$ cat src/rtl/pistorm_txn_queue.sv
`default_nettype none
// ============================================================================
//  Module      : pistorm_txn_queue
//  Description : Posted-transaction queue between the Pi GPIO register
//                interface and the 68k bus-cycle engine (c200m domain).
//                Pi register writes are assembled into bus commands, queued
//                in a small FIFO and handed to the engine one at a time over
//                a valid/ack/done handshake. Read data and busy/full/overflow
//                status are returned to the Pi.
//  Revision    : 1.0 - initial release
// ============================================================================
module pistorm_txn_queue #(
    parameter int DEPTH_LOG2 = 2
) (
    input  logic        c200m,
    input  logic        rst,
    input  logic [1:0]  pi_a,
    input  logic [15:0] pi_d,
    input  logic        pi_wr_strobe,
    input  logic        pi_rd_strobe,
    output logic        q_valid,
    output logic [23:0] q_addr,
    output logic [15:0] q_wdata,
    output logic        q_rw,
    output logic        q_uds_n,
    output logic        q_lds_n,
    input  logic        q_ack,
    input  logic        bus_done,
    input  logic [15:0] bus_rdata,
    output logic [15:0] rd_data,
    output logic [15:0] status_out,
    output logic        txn_busy
);

    localparam int c_depth = 1 << DEPTH_LOG2;
    localparam logic [DEPTH_LOG2:0] c_full_count = {1'b1, {DEPTH_LOG2{1'b0}}};

    localparam logic [1:0] c_reg_data    = 2'd0;
    localparam logic [1:0] c_reg_addr_lo = 2'd1;
    localparam logic [1:0] c_reg_addr_hi = 2'd2;
    localparam logic [1:0] c_reg_status  = 2'd3;

    // Entry layout: {rw, uds_n, lds_n, addr[23:0], wdata[15:0]}
    localparam int c_ent_w = 43;

    logic [c_ent_w-1:0]    r_mem [c_depth];
    logic [DEPTH_LOG2-1:0] r_wr_ptr;
    logic [DEPTH_LOG2-1:0] r_rd_ptr;
    logic [DEPTH_LOG2:0]   r_count;
    logic                  r_inflight;
    logic                  r_overflow;
    logic [15:0]           r_wdata_stg;
    logic [15:0]           r_addr_lo_stg;
    logic [15:0]           r_rd_data;

    logic                  w_empty;
    logic                  w_full;
    logic                  w_valid;
    logic                  w_push_req;
    logic                  w_push_accept;
    logic                  w_pop;
    logic                  w_ovf_set;
    logic                  w_status_rd;
    logic [c_ent_w-1:0]    w_head;
    logic [c_ent_w-1:0]    w_push_entry;
    logic [23:0]           w_push_addr;
    logic                  w_push_byte;
    logic                  w_push_uds_n;
    logic                  w_push_lds_n;

    assign w_empty     = (r_count == '0);
    assign w_full      = (r_count == c_full_count);
    assign w_valid     = !w_empty && !r_inflight;
    assign w_push_req  = pi_wr_strobe && (pi_a == c_reg_addr_hi);
    // Pop only on a done that matches a cycle we actually launched
    assign w_pop       = bus_done && r_inflight;
    // A full queue still accepts a push when the head retires the same cycle
    assign w_push_accept = w_push_req && (!w_full || w_pop);
    assign w_ovf_set   = w_push_req && w_full && !w_pop;
    assign w_status_rd = pi_rd_strobe && (pi_a == c_reg_status);

    // Command assembly from the ADDR_HI write plus the staged registers
    assign w_push_addr  = {pi_d[7:0], r_addr_lo_stg};
    assign w_push_byte  = pi_d[8];
    assign w_push_uds_n = w_push_byte ? w_push_addr[0]  : 1'b0;
    assign w_push_lds_n = w_push_byte ? !w_push_addr[0] : 1'b0;
    assign w_push_entry = {pi_d[9], w_push_uds_n, w_push_lds_n, w_push_addr, r_wdata_stg};

    assign w_head = r_mem[r_rd_ptr];

    // Head presentation; idle values are a harmless read with strobes negated
    always_comb begin
        q_addr  = 24'd0;
        q_wdata = 16'd0;
        q_rw    = 1'b1;
        q_uds_n = 1'b1;
        q_lds_n = 1'b1;
        if (!w_empty) begin
            q_rw    = w_head[42];
            q_uds_n = w_head[41];
            q_lds_n = w_head[40];
            q_addr  = w_head[39:16];
            q_wdata = w_head[15:0];
        end
    end

    assign q_valid    = w_valid;
    assign txn_busy   = !w_empty || r_inflight;
    assign rd_data    = r_rd_data;
    assign status_out = {r_overflow, w_full, txn_busy, 8'd0, 5'(r_count)};

    // FIFO storage: contents need no reset, occupancy is tracked by r_count
    always_ff @(posedge c200m) begin
        if (w_push_accept) begin
            r_mem[r_wr_ptr] <= w_push_entry;
        end
    end

    // Pointers and occupancy count
    always_ff @(posedge c200m) begin
        if (rst) begin
            r_wr_ptr <= '0;
            r_rd_ptr <= '0;
            r_count  <= '0;
        end else begin
            if (w_push_accept) begin
                r_wr_ptr <= r_wr_ptr + 1'b1;
            end
            if (w_pop) begin
                r_rd_ptr <= r_rd_ptr + 1'b1;
            end
            case ({w_push_accept, w_pop})
                2'b10:   r_count <= r_count + 1'b1;
                2'b01:   r_count <= r_count - 1'b1;
                default: r_count <= r_count;
            endcase
        end
    end

    // In-flight tracking: head stays put until the engine reports done
    always_ff @(posedge c200m) begin
        if (rst) begin
            r_inflight <= 1'b0;
        end else if (w_pop) begin
            r_inflight <= 1'b0;
        end else if (q_ack && w_valid) begin
            r_inflight <= 1'b1;
        end
    end

    // Sticky overflow; a new drop outranks a same-cycle status read clear
    always_ff @(posedge c200m) begin
        if (rst) begin
            r_overflow <= 1'b0;
        end else if (w_ovf_set) begin
            r_overflow <= 1'b1;
        end else if (w_status_rd) begin
            r_overflow <= 1'b0;
        end
    end

    // Staging registers for data and low address halves
    always_ff @(posedge c200m) begin
        if (rst) begin
            r_wdata_stg   <= 16'd0;
            r_addr_lo_stg <= 16'd0;
        end else if (pi_wr_strobe) begin
            if (pi_a == c_reg_data) begin
                r_wdata_stg <= pi_d;
            end
            if (pi_a == c_reg_addr_lo) begin
                r_addr_lo_stg <= pi_d;
            end
        end
    end

    // Capture read data when a read-direction head retires
    always_ff @(posedge c200m) begin
        if (rst) begin
            r_rd_data <= 16'd0;
        end else if (w_pop && w_head[42]) begin
            r_rd_data <= bus_rdata;
        end
    end

endmodule
`default_nettype wire

$ cat config.mk
export PLATFORM = sky130hd
export DESIGN_NAME = pistorm_txn_queue
export DESIGN_NICKNAME = d
export VERILOG_FILES = /design/src/rtl/pistorm_txn_queue.sv
export SDC_FILE = /design/constraint.sdc
export NUM_CORES = 1
export LEC_CHECK = 0
export CORE_MARGIN = 4
export CORE_UTILIZATION = 55
export CTS_CLUSTER_SIZE = 24
export DETAILED_ROUTE_END_ITERATION = 6
export PLACE_DENSITY = 0.8
export SETUP_SLACK_MARGIN = 0.3
export SYNTH_ARGS = -nofsm -noshare
export SYNTH_HDL_FRONTEND = slang
export SYNTH_SLANG_ARGS = --single-unit
$ cat constraint.sdc
create_clock -name c200m -period 2.9 [get_ports c200m]
set_input_delay 0.29 -clock c200m [delete_from_list [all_inputs] [get_ports c200m]]
set_output_delay 0.29 -clock c200m [all_outputs]
set_load 0.03 [all_outputs]
; After elaboration in Yosys (flattened, before gate mapping)
; Memory sizes are Yosys's and may differ from the RTL's. A register that Yosys moved wholly into a read port is not among the register bits.
; Index checks and enable logic that the tools add are counted.
[totals]
n_memories = 1
ram_bits = 172
ff_bits = 57
word_cells = 56
[memory_table]
columns = name, depth, width, rd, rd_ports_with_merged_regs, write_ports, line_no
row1 = r_mem, 4, 43, 1, 1, 1, 46  ; logic [c_ent_w-1:0] r_mem [c_depth];
[op_classes]
eq_ne = 6
n_addsub = 4
muxes = 14
n_reduce_logical = 23
[op_table]
columns = op, n
row1 = 24-bit two-way mux, 1
row2 = 16-bit two-way mux, 1
row3 = 1-bit logical AND, 9
row4 = 1-bit two-way mux, 9
row5 = 2-bit == test (second input constant), 3
row6 = 3-bit case mux with 2 select lines, 1
row7 = 1-bit zero test, 5
row8 = 2-bit by 1-bit adder with 2-bit output (second input constant), 2
row9 = 2-bit by 1-bit == test with 1-bit output (second input constant), 2
row10 = 2-bit two-way mux, 2
row11 = 2-bit AND reduction, 2
row12 = 2-bit nonzero test, 2
row13 = 3-bit by 1-bit adder with 3-bit output (second input constant), 1
row14 = 3-bit == test (second input constant), 1
row15 = 3-bit zero test, 1
row16 = 3-bit by 1-bit subtractor with 3-bit output (second input constant), 1
row17 = 2-bit zero test, 1
row18 = 1-bit logical OR, 2
row19 = 2-bit OR reduction, 1

; Depth between registers and ports, before layout
; Gate-level depths: netlist (run 1).
[logic_depth]
word_depth = 6
ltp_mapped = 8

; Worst setup path after synthesis (run 1)
; No wires, ideal clock.
[synth_path]
path_kind = register to register
startpoint = register r_count[1]
endpoint = memory r_mem[1][0], enable pin
setup_slack_ns = 0.345
arrival_time_ns = 2.150
path_stages_with_launch = 4
setup_time_ns = 0.405
cell_sequence = dfxtp_1 > nor3b_1 > a21oi_1 > and2_1
[synth_via]
elab_chain_len = 6
[synth_lines]
columns = item, line_no
row1 = "start, declared", 49  ; logic [DEPTH_LOG2:0] r_count;
row2 = "start signal, assigned", 133  ; 2'b10: r_count <= r_count + 1'b1;
row3 = "start signal, assigned", 134  ; 2'b01: r_count <= r_count - 1'b1;
row4 = "start signal, assigned", 135  ; default: r_count <= r_count;
row5 = 3-bit == test, 72  ; assign w_full = (r_count == c_full_count);
row6 = net w_full, 57  ; logic w_full;
row7 = 1-bit zero test, 78  ; assign w_push_accept = w_push_req && (!w_full || w_pop);
row8 = 1-bit logical OR, 78
row9 = 1-bit logical AND, 78
row10 = 1-bit two-way mux, 114  ; if (w_push_accept) begin
row11 = 1-bit two-way mux (implied by the code), 115  ; r_mem[r_wr_ptr] <= w_push_entry;
row12 = "end, declared", 46
; The timed path passes the listed nets, and every way through them passes these cells.

==> results.tsv, run 1 <==
stage	metric	value	unit
cts	Clock Pin Slew Worst Setup and Hold Paths	0.06	ns
min_path	Min-Delay Path Depth	2	
die	initial core utilization	0.560	
cts	CTS tree	yes	
sta	Tcrit/Tclk final	0.867	
setup_path	CP Launch Type	flop	
drt	routed wl met3	1500	um
cells_and_area	P&R area growth vs syn	22.7	%
sta	Slew HR	0.471	
die	core region area	15900	um^2
synth	Cells after Synth	553	
drt	top sig layer	met4	
drt	DRT met1 WL	7230	um
die	# rows	46	
die	die width	135	um
sta	Final min period	2.51	ns
sta	skew final	0.00843	ns
die	DIE AREA	18300	um^2
sta	Pins Over Slew Limit	0	
power	Peak VDD IR	401	uV
cells_and_area	fillers	1058	
cts	CTS H-tree depth	1	
global_route	antenna violations before repair	0	
sta	RSZ-0062 raised after global routing	false	
drt	routed vias/inst	5.57	
sta	final hold violation count	0	
drt	average wire per cell in the routed design	20.5	um
synth	asr flop ratio synth	0	
sta	Hold WS	0.339	ns
global_route	total routing usage reported by global routing	0.207	
synth	Synth Register Bits	231	
setup_path	Setup Crit Path Kind	reg2out	
cts	cts hold-fix bufs	0	
cts	Root Driver	clkbuf_16	
setup_path	crit path max fanout	11	
setup_path	CP endpoint	q_rw	
drt	First DRT Iteration DRCs	361	
cts	clock latency on the worst-skew pair	0.48	ns
synth	Synth Cell Area	8890	um^2
cells_and_area	layout cell share with drive strength beyond 1	0.151	
cells_and_area	nets	718	
cts	clk buf depth	3	
sta	final setup violation count	0	
cells_and_area	antenna cells	0	
placement	post-DP HPWL	11600	um
drt	number of nets with antenna violations after routing	0	
sta	setup TNS	0	ns
setup_path	Worst R2R End	r_count[2]	
cts	total CTS buffers	22	
placement	Placer Congestion	0.753	
power	Power Density	626	nW/um^2
synth	syn avg cell area	16.1	um^2
sta	max frequency	398	MHz
sta	worst setup margin	0.387	ns
synth	Yosys cell types	38	
placement	pre-CTS WS	0.255	ns
job	Max-Cap Viols	0	
setup_path	critical path arrival	2.22	ns
global_route	grt total ovfl	0	
setup_path	reg-to-reg startpoint	r_inflight	
drt	WL met2	9380	um
global_route	global-route wire length before repair	29200	um
setup_path	crit end category	output port	
synth	Post-synth EDFFs	172	
drt	Routed WL	18600	um
min_path	path category of the worst min-delay check	in2reg	
setup_path	worst endpoint required time	2.61	ns
sta	worst slew pin tran	0.792	ns
synth	Syn. warnings	0	
global_route	largest net degree at the start of global routing	44	
drt	length of the first detailed-routing pass in iterations	5	
cts	clock sink total	231	
setup_path	path depth of the worst reg2reg path	7	
placement	PortBufs	106	
status	outcome	finished, final reports clean	
global_route	number of global-route vias before repair	5452	
setup_path	r2r setup slk	0.71	ns
drt	via count	5037	
die	IO Count	117	
die	Vert. Die Dim	135	um
power	Leak Pwr	3.75	nW
drt	# DRC	0	
synth	Top FF cell, synth	edfxtp_1	
synth	post-synthesis sequential area ratio	0.714	
[worst min-delay path by stage]
stage / slack, ns / from / endpoint
after floorplan: 0.39 / pi_d[0] / r_mem[0][32]
after global placement: 0.47 / r_wdata_stg[6] / r_mem[1][6]
after detailed placement: 0.49 / rd_data[11] / rd_data[11]
after CTS: 0.33 / rst / rd_data[13]
after global routing: 0.36 / rst / r_inflight
final: 0.34 / rst / rd_data[13]
[sequential cells by signal (all words and copies together) (netlist names), named ones only]
name and flops:
r_wr_ptr 2, r_overflow 1, r_inflight 1, r_rd_ptr 2, rd_data 16, r_mem 172, r_addr_lo_stg 16, r_wdata_stg 16
r_count 3
[cells in the mapped netlist, types with 6 or more instances]
master,count,area [um^2]
inv_1,6,22.5
clkbuf_1,16,60.1
mux2i_1,19,190
dfxtp_1,59,1180
mux4_2,42,946
nor2b_1,41,257
buf_4,16,120
a21oi_1,39,195
buf_2,7,35.0
nand2_1,67,251
edfxtp_1,172,5160
nor2_1,26,97.6
[cell families after synthesis]
family / Yosys count / synth area share
adder cells (fa/ha/maj): 5 / 0.00788
flip-flops: 231 / 0.714
buffers and inverters: 47 / 0.0294
other: 1 / 0.000422
XOR/XNOR: 3 / 0.00296
multiplexers: 61 / 0.128
AO/OA/AOI/OAI: 47 / 0.0308
AND/OR/NAND/NOR: 158 / 0.0870
[metal layers]
| layer | GRT usage | vias to the layer above |
|---|---|---|
| met5 | 0 | - |
| met4 | 0.0666 | 0 |
| met3 | 0.0423 | 35 |
| met2 | 0.350 | 230 |
| met1 | 0.273 | 2508 |
| li1 | - | 2264 |
[where the power goes]
group / total, mW / internal (mW) / switching (mW) / leakage [nW]
Clock: 2.63 / 1.51 / 1.12 / 0.320
Sequential: 3.63 / 3.59 / 0.0382 / 2.06
Combinational: 0.576 / 0.228 / 0.347 / 1.36
Total: 6.83 / 5.32 / 1.51 / 3.75
[placed cells by master, fill, tap and decap left out, types with 2 or more instances in the layout]
cell type          n
nor2b_1           41
mux4_2            42
and2_2             4
a21oi_1           39
clkbuf_1           9
buf_12             6
nand2b_1           2
conb_1            10
nand2_1           67
dlymetal6s2s_1     4
nand3_1            4
ha_1               4
edfxtp_1         172
nor3b_2            2
mux2i_1           18
buf_4             14
nor2_1            26
buf_6              2
dfxtp_4            2
xor2_1             2
nand3b_1           3
clkbuf_16         24
dfxtp_1           57
and3b_1            2
dlygate4sd2_1     38
or2_2              2
clkinv_1           6
inv_1              6
clkdlybuf4s50_1   63
[area by class of cell]
cell class	instances	area (um^2)	share of cell area
clock inverter	7	27.5	0.00252
timing repair buffer	128	1270	0.116
sequential	231	6350	0.582
tap	216	270	0.0248
multi-input combinational	284	2340	0.214
inverter	6	22.5	0.00206
clock buffer	33	634	0.0581
[worst max-delay path: stages (launching register included)]
cell             delay [ns]
dfxtp_4                0.47
mux2i_1                0.36
nand2b_1               0.11
a21o_1                 0.21
clkdlybuf4s50_1        0.59
[metrics by stage]
stage          std cells  power, mW   util  instance area, um^2
3_5_place_dp         862       4.31  0.645                10200
6_report             905       6.83  0.687                10900
3_3_place_gp         862       4.29  0.645                10200
4_1_cts              905       6.87  0.686                10900
2_1_floorplan        562       4.04      -                 8920
5_1_grt              905       7.06  0.687                10900
[repair_timing]
action | 4_1_cts | 5_1_grt
endpoints found under the hold margin | 0 | 0
endpoints found under the setup margin | 44 | 5
gates resized for setup | 42 | 6
setup buffers | 3 | 0
Note: power is estimated with default switching activity, not from simulation.
==> inputs of run 2 (changes only) <==
==> constraint.sdc (replaced) <==
create_clock -name c200m -period 2.7 [get_ports c200m]
set_input_delay 0.27 -clock c200m [delete_from_list [all_inputs] [get_ports c200m]]
set_output_delay 0.27 -clock c200m [all_outputs]
set_load 0.03 [all_outputs]
==> results.tsv, run 2 (synthesis gave the netlist of run 1 again) <==
stage	metric	value	unit	change
sta	Final min period	2.40	ns	
drt	First DRT Iteration DRCs	392		+8.6%
power	clock power share	0.394		+0.009
cells_and_area	antenna cells	0		unchanged
die	DIE AREA	18300	um^2	unchanged
power	Peak VDD IR	516	uV	+29%
placement	post-DP HPWL	11500	um	-1.1%
cells_and_area	nets	726		+1.1%
cts	Clock Pin Slew Worst Setup and Hold Paths	0.06	ns	about the same
die	Vert. Die Dim	135	um	unchanged
global_route	number of global-route vias before repair	5323		-2.4%
drt	average wire per cell in the routed design	20.7	um	+0.60%
global_route	antenna violations before repair	0		unchanged
placement	PortBufs	106		unchanged
min_path	Min-Delay Startpoint	rst		
setup_path	critical path arrival	2.13	ns	-0.09 ns
cts	CTS tree	yes		
cts	clock latency on the worst-skew pair	0.50	ns	+0.02 ns
placement	Placer Congestion	0.740		-1.8%
cells_and_area	P&R area growth vs syn	22.8	%	about the same
min_path	WHS Endpoint	rd_data[13]		
setup_path	crit end category	output port		
die	IO Count	117		unchanged
cts	CTS H-tree depth	1		unchanged
global_route	global-route wire length before repair	29500	um	+1.1%
die	initial core utilization	0.560		unchanged
die	core region area	15900	um^2	unchanged
setup_path	reg-to-reg startpoint	r_inflight		
setup_path	Worst R2R End	r_count[2]		
drt	Routed WL	18900	um	+1.5%
min_path	path category of the worst min-delay check	in2reg		
sta	final setup violation count	0		unchanged
setup_path	crit path max fanout	12		+1
cts	clk buf depth	3		unchanged
cells_and_area	commonest non-fill, non-tap cell in the layout	edfxtp_1		
setup_path	path depth of the worst reg2reg path	6		-1
power	Sw Ratio	0.223		+0.00257
sta	Tcrit/Tclk final	0.891		
cells_and_area	most frequent cells in the layout	172 x edfxtp_1, 67 x nand2_1, 61 x clkdlybuf4s50_1		
drt	length of the first detailed-routing pass in iterations	5		unchanged
sta	RSZ-0062 raised after global routing	true		
cells_and_area	Finished Core Util	0.687		about the same
cells_and_area	Largest register FFs	172		unchanged
cells_and_area	Reg with most FFs	r_mem		
global_route	total routing usage reported by global routing	0.209		+0.00232
sta	Slew HR	0.468		-0.00274
setup_path	Setup Crit Path Kind	reg2out		
drt	via count	5057		+0.40%
power	Flop pwr share	0.523		-0.008
power	Int Pwr	5.79	mW	+8.8%
job	Max-Cap Viols	0		unchanged
die	die width	135	um	unchanged
min_path	Min-Delay Path Depth	3		+1
setup_path	worst endpoint required time	2.43	ns	-0.18 ns
status	outcome	finished, final reports clean		
power	net switching power	1.66	mW	+10%
power	Power Density	683	nW/um^2	+9.1%
cts	Root Driver	clkbuf_16		
cts	cts hold-fix bufs	0		unchanged
setup_path	CP Launch Type	flop		
drt	number of nets with antenna violations after routing	0		unchanged
global_route	grt total ovfl	0		unchanged
drt	# DRC	0		unchanged
sta	final hold violation count	0		unchanged
power	Leak Pwr	3.68	nW	-1.8%
sta	Pins Over Slew Limit	0		unchanged
global_route	largest net degree at the start of global routing	59		+34%
setup_path	r2r setup slk	0.54	ns	-0.17 ns
sta	skew final	0.00707	ns	-0.00135 ns
die	# rows	46		unchanged
cts	total CTS buffers	23		+4.5%
sta	max frequency	416	MHz	
drt	routed vias/inst	5.54		-0.48%
sta	worst slew pin tran	0.798	ns	+0.00650 ns
sta	setup TNS	0	ns	unchanged
cts	clock sink total	231		unchanged
power	logic gate share of total power	0.084		about the same
cells_and_area	layout cell share with drive strength beyond 1	0.217		+0.0657
run 2: power by group through the flow:
stage	clock [mW]	combinational [mW]	sequential, mW
floorplan	0	0.378	3.96
global placement	0	0.650	3.96
detailed placement	0	0.660	3.97
CTS	2.97	0.627	3.89
global route	3.14	0.663	3.90
finish	2.94	0.623	3.90
run 2: worst max-delay path by stage:
stage | start | to | slack (ns) | cells after the start
floorplan | r_count[1] | r_mem[0][0] | 0.59 | 3
global placement | pi_a[0] | r_count[2] | 0.42 | 7
detailed placement | pi_a[0] | r_count[2] | 0.28 | 7
CTS | flop | q_addr[20] | 0.15 | 4
global route | flop | q_addr[20] | 0.23 | 5
finish | flop | q_addr[20] | 0.30 | 5
run 2: layout make-up:
cell class                 count  area (um^2)
tap                          216          270
timing repair buffer         135         1250
sequential                   231         6350
multi-input combinational    284         2330
inverter                       6         22.5
fill                        1077         4970
clock inverter                10         73.8
clock buffer                  31          616
run 2: routing by layer:
layer  part of all wire  vias up  global-route usage
met3              0.077       29              0.0427
met1               0.40     2527               0.276
li1                   -     2284                   -
met4              0.020        0              0.0610
met5                  0        -                   0
met2               0.50      217               0.357
run 2: worst max-delay path, cell delays in order, from the launching register on:
cell	delay, ns
dfxtp_4	0.44
buf_4	0.14
buf_8	0.16
mux4_2	0.52
nor2b_1	0.16
clkbuf_2	0.20
run 2: repair_timing:
item / in CTS / in global routing
gates resized for setup: 112 / 45
gates cloned: 1 / 1
hold endpoints to repair: 0 / 0
buffers inserted: 3 / 3
endpoints found under the setup margin: 44 / 28
run 2: per-stage QoR:
step / power [mW] / std cells / worst slack, ns / hold slack, ns / cell area, um^2
6_report: 7.45 / 913 / 0.296 / 0.374 / 10900
5_1_grt: 7.70 / 913 / 0.233 / 0.390 / 10900
4_1_cts: 7.49 / 909 / 0.148 / 0.368 / 10900
3_5_place_dp: 4.63 / 864 / 0.279 / 0.487 / 10300
3_3_place_gp: 4.61 / 864 / 0.423 / 0.469 / 10300
2_1_floorplan: 4.34 / 562 / 0.592 / 0.369 / 8930
==> inputs of run 3 (changes only) <==
--- a/config.mk
+++ b/config.mk
@@ -5,8 +5,10 @@
 export SDC_FILE = /design/constraint.sdc
 export NUM_CORES = 1
 export LEC_CHECK = 0
+export CAP_MARGIN = 40
 export CORE_MARGIN = 4
 export CORE_UTILIZATION = 55
+export CTS_CLUSTER_DIAMETER = 60
 export CTS_CLUSTER_SIZE = 24
 export DETAILED_ROUTE_END_ITERATION = 6
 export PLACE_DENSITY = 0.8
==> results.tsv, run 3 (synthesis gave the netlist of run 1 again) <==
stage	metric	value	unit	change
min_path	WHS Endpoint	rd_data[6]		
sta	worst slew pin tran	0.803	ns	+0.00447 ns
setup_path	CP max stage delay	0.52	ns	about the same
cts	CTS H-tree depth	1		unchanged
global_route	grt total ovfl	0		unchanged
cells_and_area	nets	722		-0.55%
sta	Tcrit/Tclk final	0.871		-0.0191
global_route	global-route wire length before repair	28400	um	-3.7%
cells_and_area	commonest non-fill, non-tap cell in the layout	edfxtp_1		
sta	RSZ-0062 raised after global routing	true		
die	die width	135	um	unchanged
power	Power Density	641	nW/um^2	-6.2%
drt	average wire per cell in the routed design	20.1	um	-2.7%
cells_and_area	Reg with most FFs	r_mem		
setup_path	cells along the critical path	buf_4 > buf_8 > mux4_2 > nor2b_1 > clkbuf_2		
sta	setup TNS	0	ns	unchanged
sta	Slew HR	0.465		-0.00298
cells_and_area	layout cell share with drive strength beyond 1	0.199		-0.0181
power	Int Pwr	5.33	mW	-8.0%
sta	Final min period	2.35	ns	-0.0515 ns
power	clock power share	0.347		-0.047
cells_and_area	register area	6350	um^2	unchanged
setup_path	CP max-delay cell	mux4_2		
min_path	Min-Delay Startpoint	rst		
min_path	path category of the worst min-delay check	in2reg		
cells_and_area	Multi-input gate area	2330	um^2	unchanged
cts	clock sink total	231		unchanged
global_route	total routing usage reported by global routing	0.201		-0.00877
sta	final hold violation count	0		unchanged
cts	clk buf depth	3		unchanged
drt	routed vias/inst	5.48		-1.1%
job	Max-Cap Viols	0		unchanged
power	logic gate share of total power	0.090		+0.006
global_route	number of global-route vias before repair	5201		-2.3%
setup_path	path depth of the worst reg2reg path	6		unchanged
drt	First DRT Iteration DRCs	271		-31%
setup_path	crit path max fanout	12		unchanged
cells_and_area	most frequent cells in the layout	172 x edfxtp_1, 67 x nand2_1, 61 x clkdlybuf4s50_1		
setup_path	worst endpoint required time	2.43	ns	about the same
drt	via count	4938		-2.4%
sta	max frequency	425	MHz	+2.2%
cts	CTS tree	yes		
global_route	largest net degree at the start of global routing	59		unchanged
power	net switching power	1.58	mW	-4.9%
cells_and_area	post-route cell area	10800	um^2	-1.2%
cts	cts hold-fix bufs	0		unchanged
setup_path	Top delay family on crit path	multiplexers		
setup_path	reg-to-reg startpoint	r_inflight		
power	Peak VDD IR	566	uV	+9.6%
die	core region area	15900	um^2	unchanged
setup_path	crit end category	output port		
cells_and_area	P&R area growth vs syn	21.2	%	
setup_path	CP Launch Type	flop		
setup_path	Setup Crit Path Kind	reg2out		
cells_and_area	Largest register FFs	172		unchanged
die	initial core utilization	0.560		unchanged
drt	length of the first detailed-routing pass in iterations	4		-1
cts	Clock Pin Slew Worst Setup and Hold Paths	0.09	ns	+0.03 ns
setup_path	Worst R2R End	r_count[2]		
cts	Root Driver	clkbuf_16		
drt	number of nets with antenna violations after routing	0		unchanged
drt	Routed WL	18100	um	-3.9%
power	Sw Ratio	0.229		+0.00588
cts	total CTS buffers	15		-35%
placement	PortBufs	106		unchanged
placement	post-DP HPWL	11500	um	unchanged
die	# rows	46		unchanged
die	Vert. Die Dim	135	um	unchanged
setup_path	r2r setup slk	0.58	ns	+0.04 ns
status	outcome	finished, final reports clean		
cts	clock latency on the worst-skew pair	0.47	ns	-0.03 ns
global_route	antenna violations before repair	0		unchanged
setup_path	Critical path buffers and inverters	3		unchanged
die	DIE AREA	18300	um^2	unchanged
cells_and_area	antenna cells	0		unchanged
drt	# DRC	0		unchanged
sta	final setup violation count	0		unchanged
sta	skew final	0.0168	ns	+0.00971 ns
min_path	Min-Delay Path Depth	3		unchanged
placement	Placer Congestion	0.740		unchanged
placement	dpl cell area	10300	um^2	unchanged
sta	Pins Over Slew Limit	0		unchanged
power	Flop pwr share	0.563		+0.040
die	IO Count	117		unchanged
power	Leak Pwr	3.63	nW	-1.3%
setup_path	critical path arrival	2.08	ns	-0.05 ns
cells_and_area	fillers	1089		+1.1%
[run 3: worst min-delay path, delay by kind of cell]
family	cells	cell delay, ns
and+or+nand+nor	1	0.16
buffers and inverters	2	0.40
[run 3: routing by layer]
| metal | vias up | wire, um | global-route usage |
|---|---|---|---|
| li1 | 2262 | - | - |
| met1 | 2454 | 7310 | 0.263 |
| met2 | 200 | 9150 | 0.347 |
| met3 | 22 | 1390 | 0.0464 |
| met4 | 0 | 266 | 0.0448 |
| met5 | - | 0 | 0 |
[run 3: what timing repair did]
item	CTS	global route
gates cloned	1	0
gates resized for setup	108	38
setup endpoints to repair	44	28
setup buffers	7	4
[run 3: worst max path at each step]
stage | from | endpoint | slack [ns] | cells after the start
2_1_floorplan | r_count[1] | r_mem[0][0] | 0.59 | 3
3_3_place_gp | pi_a[0] | r_count[2] | 0.42 | 7
3_5_place_dp | pi_a[0] | r_count[2] | 0.28 | 7
4_1_cts | flop | q_addr[20] | 0.15 | 5
5_1_grt | flop | q_addr[20] | 0.27 | 5
6_report | flop | q_addr[20] | 0.35 | 5
[run 3: stage by stage]
step / instances / power, mW / setup slack (ns) / utilization / hold WS [ns]
2_1_floorplan: 562 / 4.34 / 0.592 / - / 0.369
3_3_place_gp: 864 / 4.61 / 0.423 / 0.647 / 0.469
3_5_place_dp: 864 / 4.63 / 0.279 / 0.647 / 0.487
4_1_cts: 897 / 6.96 / 0.148 / 0.679 / 0.388
5_1_grt: 901 / 7.16 / 0.265 / 0.679 / 0.402
6_report: 901 / 6.91 / 0.347 / 0.679 / 0.398
[run 3: cell type report]
cell class,instances,area share
Multi-Input combinational cell,284,0.216
Tap cell,216,0.0251
Timing Repair Buffer,139,0.120
Sequential cell,231,0.589
Clock inverter,5,0.00836
Inverter,6,0.00209
Clock buffer,20,0.0385
[run 3: power by group through the flow]
| stage | logic, mW | clock network (mW) | registers [mW] |
|---|---|---|---|
| 2_1_floorplan | 0.378 | 0 | 3.96 |
| 3_3_place_gp | 0.650 | 0 | 3.96 |
| 3_5_place_dp | 0.660 | 0 | 3.97 |
| 4_1_cts | 0.630 | 2.44 | 3.89 |
| 5_1_grt | 0.666 | 2.60 | 3.90 |
| 6_report | 0.624 | 2.40 | 3.89 |
